**config.mk**
```make
export PLATFORM = sky130hd
export DESIGN_NAME = mem_access_unit
export DESIGN_NICKNAME = d
export VERILOG_FILES = /design/src/rtl/mem_access_pkg.sv /design/src/rtl/mau_addr_gen.sv /design/src/rtl/mem_access_unit.sv
export SDC_FILE = /design/constraint.sdc
export NUM_CORES = 1
export LEC_CHECK = 0
export BUFFER_PORTS_ARGS = -buffer_cell sky130_fd_sc_hd__buf_2
export CORE_ASPECT_RATIO = 2
export CORE_MARGIN = 2
export CORE_UTILIZATION = 45
export DETAILED_ROUTE_END_ITERATION = 10
export PLACE_DENSITY_LB_ADDON = 0.2
export SYNTH_ARGS = -nofsm -noshare
export SYNTH_HDL_FRONTEND = slang
export SYNTH_HIERARCHICAL = 1
export SYNTH_SLANG_ARGS = --single-unit
```
**constraint.sdc**
```tcl
create_clock -name clk -period 2.7 [get_ports clk]
set_input_delay 0.81 -clock clk [delete_from_list [all_inputs] [get_ports clk]]
set_output_delay 0.81 -clock clk [all_outputs]
set_load 0.01 [all_outputs]
```
**src/rtl/mem_access_pkg.sv**
```systemverilog
// ============================================================================
// Module      : mem_access_pkg
// Description : Shared encodings for the memory access unit: request opcodes,
//               FSM state enum and default address/data widths.
//               Optional feature macro: MEM_ACCESS_UNIT_ABORT_EN
// Revision    : 1.0 - initial release
// ============================================================================
`default_nettype none

package mem_access_pkg;

    localparam int ADDR_W_DEF = 4;
    localparam int DATA_W_DEF = 4;

    typedef enum logic [1:0] {
        OP_LOAD  = 2'b00,
        OP_STORE = 2'b01,
        OP_COPY  = 2'b10,
        OP_FILL  = 2'b11
    } op_e;

    typedef enum logic [2:0] {
        IDLE    = 3'd0,
        LOAD    = 3'd1,
        STORE   = 3'd2,
        COPY_RD = 3'd3,
        COPY_WR = 3'd4,
        FILL    = 3'd5,
        DONE    = 3'd6
    } state_e;

endpackage

`default_nettype wire

```
**src/rtl/mau_addr_gen.sv**
```systemverilog
// ============================================================================
// Module      : mau_addr_gen
// Description : Source/destination pointers and remaining-word counter for
//               the memory access unit. Pointers wrap modulo 2^ADDR_W.
//               Optional feature macro: MEM_ACCESS_UNIT_ABORT_EN (not used here)
// Revision    : 1.0 - initial release
// ============================================================================
`default_nettype none

module mau_addr_gen #(
    parameter int ADDR_W = 4
) (
    input  logic              clk,
    input  logic              rst_n,
    input  logic              load,
    input  logic              step,
    input  logic [ADDR_W-1:0] dst_init,
    input  logic [ADDR_W-1:0] src_init,
    input  logic [ADDR_W-1:0] len_init,
    output logic [ADDR_W-1:0] src_ptr,
    output logic [ADDR_W-1:0] dst_ptr,
    output logic              last
);

    localparam logic [ADDR_W-1:0] ONE = ADDR_W'(1);

    logic [ADDR_W-1:0] remain;

    // Load pointers on accept; advance both pointers and count down per word.
    // Natural ADDR_W-bit overflow gives the modulo-2^ADDR_W wrap.
    always_ff @(posedge clk or negedge rst_n) begin
        if (!rst_n) begin
            src_ptr <= '0;
            dst_ptr <= '0;
            remain  <= '0;
        end else if (load) begin
            src_ptr <= src_init;
            dst_ptr <= dst_init;
            remain  <= len_init;
        end else if (step) begin
            src_ptr <= src_ptr + ONE;
            dst_ptr <= dst_ptr + ONE;
            remain  <= remain - ONE;
        end
    end

    // Count holds "words left minus one", so zero marks the final word.
    assign last = (remain == '0);

endmodule

`default_nettype wire

```
**src/rtl/mem_access_unit.sv**
```systemverilog
// ============================================================================
// Module      : mem_access_unit
// Description : Single-port memory sequencer executing LOAD, STORE, COPY and
//               FILL requests with a one-cycle completion pulse.
//               Optional feature macro: MEM_ACCESS_UNIT_ABORT_EN adds the
//               abort input and rsp_aborted output.
// Revision    : 1.0 - initial release
// ============================================================================
`default_nettype none

module mem_access_unit
    import mem_access_pkg::*;
#(
    parameter int ADDR_W = ADDR_W_DEF,
    parameter int DATA_W = DATA_W_DEF
) (
    input  logic              clk,
    input  logic              rst_n,
    input  logic              req_valid,
    input  logic [1:0]        req_op,
    input  logic [ADDR_W-1:0] req_addr,
    input  logic [ADDR_W-1:0] req_src,
    input  logic [ADDR_W-1:0] req_len,
    input  logic [DATA_W-1:0] req_data,
    output logic              req_ready,
    output logic              rsp_valid,
    output logic [DATA_W-1:0] rsp_data,
    output logic              busy,
`ifdef MEM_ACCESS_UNIT_ABORT_EN
    input  logic              abort,
    output logic              rsp_aborted,
`endif
    output logic              mem_wr,
    output logic [ADDR_W-1:0] mem_addr,
    output logic [DATA_W-1:0] mem_wdata,
    input  logic [DATA_W-1:0] mem_rdata
);

    state_e            state;
    state_e            next_state;
    logic              accept;
    logic              ag_step;
    logic              last;
    logic              abort_w;
    logic [ADDR_W-1:0] src_ptr;
    logic [ADDR_W-1:0] dst_ptr;
    logic [DATA_W-1:0] data_q;
    logic [DATA_W-1:0] hold_q;

`ifdef MEM_ACCESS_UNIT_ABORT_EN
    // Abort only has meaning in the multi-word states.
    assign abort_w = abort && ((state == COPY_RD) || (state == COPY_WR) || (state == FILL));
`else
    assign abort_w = 1'b0;
`endif

    assign req_ready = (state == IDLE);
    assign busy      = !req_ready;
    assign rsp_valid = (state == DONE);
    assign accept    = req_valid && req_ready;

    mau_addr_gen #(
        .ADDR_W (ADDR_W)
    ) u_addr_gen (
        .clk      (clk),
        .rst_n    (rst_n),
        .load     (accept),
        .step     (ag_step),
        .dst_init (req_addr),
        .src_init (req_src),
        .len_init (req_len),
        .src_ptr  (src_ptr),
        .dst_ptr  (dst_ptr),
        .last     (last)
    );

    // State register.
    always_ff @(posedge clk or negedge rst_n) begin
        if (!rst_n) begin
            state <= IDLE;
        end else begin
            state <= next_state;
        end
    end

    // Next-state and memory-port decode; unused port fields stay at zero.
    always_comb begin
        next_state = state;
        mem_wr     = 1'b0;
        mem_addr   = '0;
        mem_wdata  = '0;
        ag_step    = 1'b0;
        case (state)
            IDLE: begin
                if (req_valid) begin
                    case (op_e'(req_op))
                        OP_LOAD:  next_state = LOAD;
                        OP_STORE: next_state = STORE;
                        OP_COPY:  next_state = COPY_RD;
                        OP_FILL:  next_state = FILL;
                        default:  next_state = IDLE;
                    endcase
                end
            end
            LOAD: begin
                mem_addr   = dst_ptr;
                next_state = DONE;
            end
            STORE: begin
                mem_wr     = 1'b1;
                mem_addr   = dst_ptr;
                mem_wdata  = data_q;
                next_state = DONE;
            end
            COPY_RD: begin
                mem_addr   = src_ptr;
                next_state = abort_w ? DONE : COPY_WR;
            end
            COPY_WR: begin
                mem_wr     = 1'b1;
                mem_addr   = dst_ptr;
                mem_wdata  = hold_q;
                ag_step    = 1'b1;
                next_state = (last || abort_w) ? DONE : COPY_RD;
            end
            FILL: begin
                mem_wr     = 1'b1;
                mem_addr   = dst_ptr;
                mem_wdata  = data_q;
                ag_step    = 1'b1;
                next_state = (last || abort_w) ? DONE : FILL;
            end
            DONE: begin
                next_state = IDLE;
            end
            default: begin
                next_state = IDLE;
            end
        endcase
    end

    // Request data, copy hold word and response word; the response is
    // written on the edge entering DONE and then held until the next one.
    always_ff @(posedge clk or negedge rst_n) begin
        if (!rst_n) begin
            data_q   <= '0;
            hold_q   <= '0;
            rsp_data <= '0;
        end else begin
            if (accept) begin
                data_q <= req_data;
            end
            case (state)
                LOAD:    rsp_data <= mem_rdata;
                STORE:   rsp_data <= data_q;
                COPY_RD: if (!abort_w) hold_q <= mem_rdata;
                COPY_WR: if (next_state == DONE) rsp_data <= hold_q;
                FILL:    if (next_state == DONE) rsp_data <= data_q;
                default: ;
            endcase
        end
    end

`ifdef MEM_ACCESS_UNIT_ABORT_EN
    logic aborted_q;

    // Remember an abort until the next request is accepted.
    always_ff @(posedge clk or negedge rst_n) begin
        if (!rst_n) begin
            aborted_q <= 1'b0;
        end else if (accept) begin
            aborted_q <= 1'b0;
        end else if (abort_w) begin
            aborted_q <= 1'b1;
        end
    end

    assign rsp_aborted = (state == DONE) && aborted_q;
`endif

endmodule

`default_nettype wire
```
==> qor.yml <==
ys_seq_elements: 27
grt_pass1_wl_um: 5733
whs_ps: 517.4
drive_gt1_share_pct: 34.04
antenna_found_initial: 0
vias: 1233
postSynth.asyncResetShare_pct: 100.0
vias_per_cell: 5.605
min-delay-path-class: "flip-flop to flip-flop"
cts_tree: "done"
yosysWarnings: 6
fin_crit_sh_pct: 91.81
clk_pin_slew_ps: 90
p_leak_uw: 0.0008582
diodes: 0
drtIter0Drc: 12
yosysSeqAreaShare_pct: 42.39
dieHeight_um: 88.17
worst_pin_slew_ps: 616.4
grt_pass1_vias: 1319
synthFlopType: "dfrtp_1"
maxSlewViolCount: 0
pin_count: 41
hold_viol: 0
critPathMaxFanout: 13
place_hpwl_um: 2666
cts_max_path_buffers: 2
synth_top_cell_by_area: "dfrtp_1"
irDropWorstVdd_uv: 635.6
cp-start-kind: "flip-flop"
nNetsFinal: 219
initial_core_util_pct: 47.19
io_buffer_count: 40
maxClockFrequency_mhz: 403.4
die_w_um: 46.09
cts_htree_levels: 1
fin_crit_ps: 2479
wl_um: 3486
fin_skew_ps: 4.353
yosys-top-cells-count: "dfrtp_1, nand2_1, o21ai_0"
status: "finished clean"
power_density_mw_per_mm2: 1267
drv_cap: 0
seqCellArea_um2: 676.9
ctsHoldBuffers: 0
rsz0062_at_grt: "false"
grt_overflow_total: 0
num-fill-cells: 324
fin_setup_tns_ps: 0
finalSetupViolations: 0
numClockSinks: 27
slew_headroom_pct: 58.91
ant_nets: 0
ys_top_cells_by_area: "dfrtp_1, mux2_2, mux2i_1"
clk_latency_ps: 270
syn_inst: 152
crit_type: "flip-flop to output pin"
track_usage_pct: 19.05
cts_made_buffers: 3
synth-edff-count: 0
yosys.cell_count.top_type: "dfrtp_1"
cts_setup_buffers: 0
drt-pass1-iter-count: 4
die_area_mm2: 0.004063
yosys.area.top_type_share_pct: 42.39
synth_fp_nets: 182
syn_area_mm2: 0.001594
area_delta_synth_final_pct: 14.21
critPathArrivalTime_ps: 1670
cts_resized: 0
end_kind: "output pin"
rows: 30
gp_congestion: 0.7804
avgSynthCellArea_um2: 10.49
grt_max_degree: 28
coreArea_mm2: 0.003378
routedWlPerCell_um: 15.85
cts-root-buf: "clkbuf_8"
worst_ep_required_time_ps: 1890
drc: 0
multi_input_area_um2: 817.0
synthDistinctLibCells: 35
[kinds of logic (layout without fill, tap and decap cells)]
family | after synthesis | after routing | share of synthesized area [%]
AOI/OAI and AO/OA | 32 | 32 | 13.19
xor gates and xnor gates | 10 | 10 | 5.965
adders and majority gates | 5 | 5 | 3.925
buffers and inverters | 19 | 55 | 6.514
DFF | 27 | 27 | 42.39
muxes | 22 | 22 | 14.76
and+or+nand+nor | 37 | 37 | 13.26
[layer usage]
metal  share of wire (%)  routed length [um]  global-route usage, %  vias up
met3                 3.6                 125                  2.474        2
li1                    -                   -                      -      604
met2                  59                2068                  36.49       31
met5                   0                   0                      0        -
met1                  36                1268                  19.19      596
met4                0.69                  24                  7.273        0
[final timing paths]
| check | from | end | slack (ps) | cells past startpoint |
|---|---|---|---|---|
| max | state[1]$_DFF_PN0_ | mem_wdata[2] | 220 | 4 |
| min | hold_q[0]$_DFFE_PN0N_ | hold_q[0]$_DFFE_PN0N_ | 520 | 1 |
| max reg2reg | state[1]$_DFF_PN0_ | u_addr_gen/remain[3]$_DFFE_PN0P_ | 590 | 5 |
| min reg2reg | hold_q[0]$_DFFE_PN0N_ | hold_q[0]$_DFFE_PN0N_ | 520 | 1 |
| max in group asynchronous | rst_n | state[0]$_DFF_PN0_ | 1730 | 1 |
| min in group asynchronous | rst_n | hold_q[1]$_DFFE_PN0N_ | 540 | 1 |
[critical path: stages, from the launching register on]
cell	delay [ps]
dfrtp_1	620
nand2b_2	340
a2bb2oi_1	240
inv_1	60
buf_2	140
[per-stage QoR]
stage	setup slack [ps]	total power, uW	area, um^2	instances	utilization [%]
2_1_floorplan	762.9	1769	1594	152	-
3_3_place_gp	396.0	2007	1772	216	52.44
3_5_place_dp	320.1	2082	1772	216	52.44
4_1_cts	28.20	2315	1817	220	53.78
5_1_grt	57.45	2501	1821	220	53.89
6_report	221.0	2307	1821	220	53.89
[where the power goes]
part | switching (uW) | internal (uW) | total [uW]
Clock | 124 | 106 | 230
Sequential | 261 | 621 | 882
Combinational | 604 | 592 | 1200
Total | 989 | 1320 | 2310
[registers in the layout (all words and copies together), names as in the netlist]
name and flops:
data_q 4, hold_q 4, rsp_data 4, u_addr_gen/dst_ptr 4
u_addr_gen/remain 4, u_addr_gen/src_ptr 4, state 3
[placed cells by master, fill, tap and decap left out, types with 3 or more instances in the layout]
| master | instances |
|---|---|
| ha_1 | 5 |
| a31oi_1 | 4 |
| a211oi_1 | 4 |
| mux2_2 | 12 |
| inv_1 | 10 |
| o21ai_0 | 13 |
| nand3_1 | 5 |
| mux2i_1 | 10 |
| buf_2 | 40 |
| xor2_1 | 4 |
| a2bb2oi_1 | 4 |
| clkbuf_8 | 3 |
| dfrtp_1 | 26 |
| nand2_1 | 20 |
| xnor2_1 | 5 |
[layout make-up]
type | instances | share of cell area, %
tap | 32 | 2.199
inverter | 11 | 2.268
clock buffer | 4 | 2.474
timing repair buffer | 40 | 11.00
sequential | 27 | 37.18
multi-input combinational | 106 | 44.88
No activity file was read; power rests on OpenSTA's default activity.
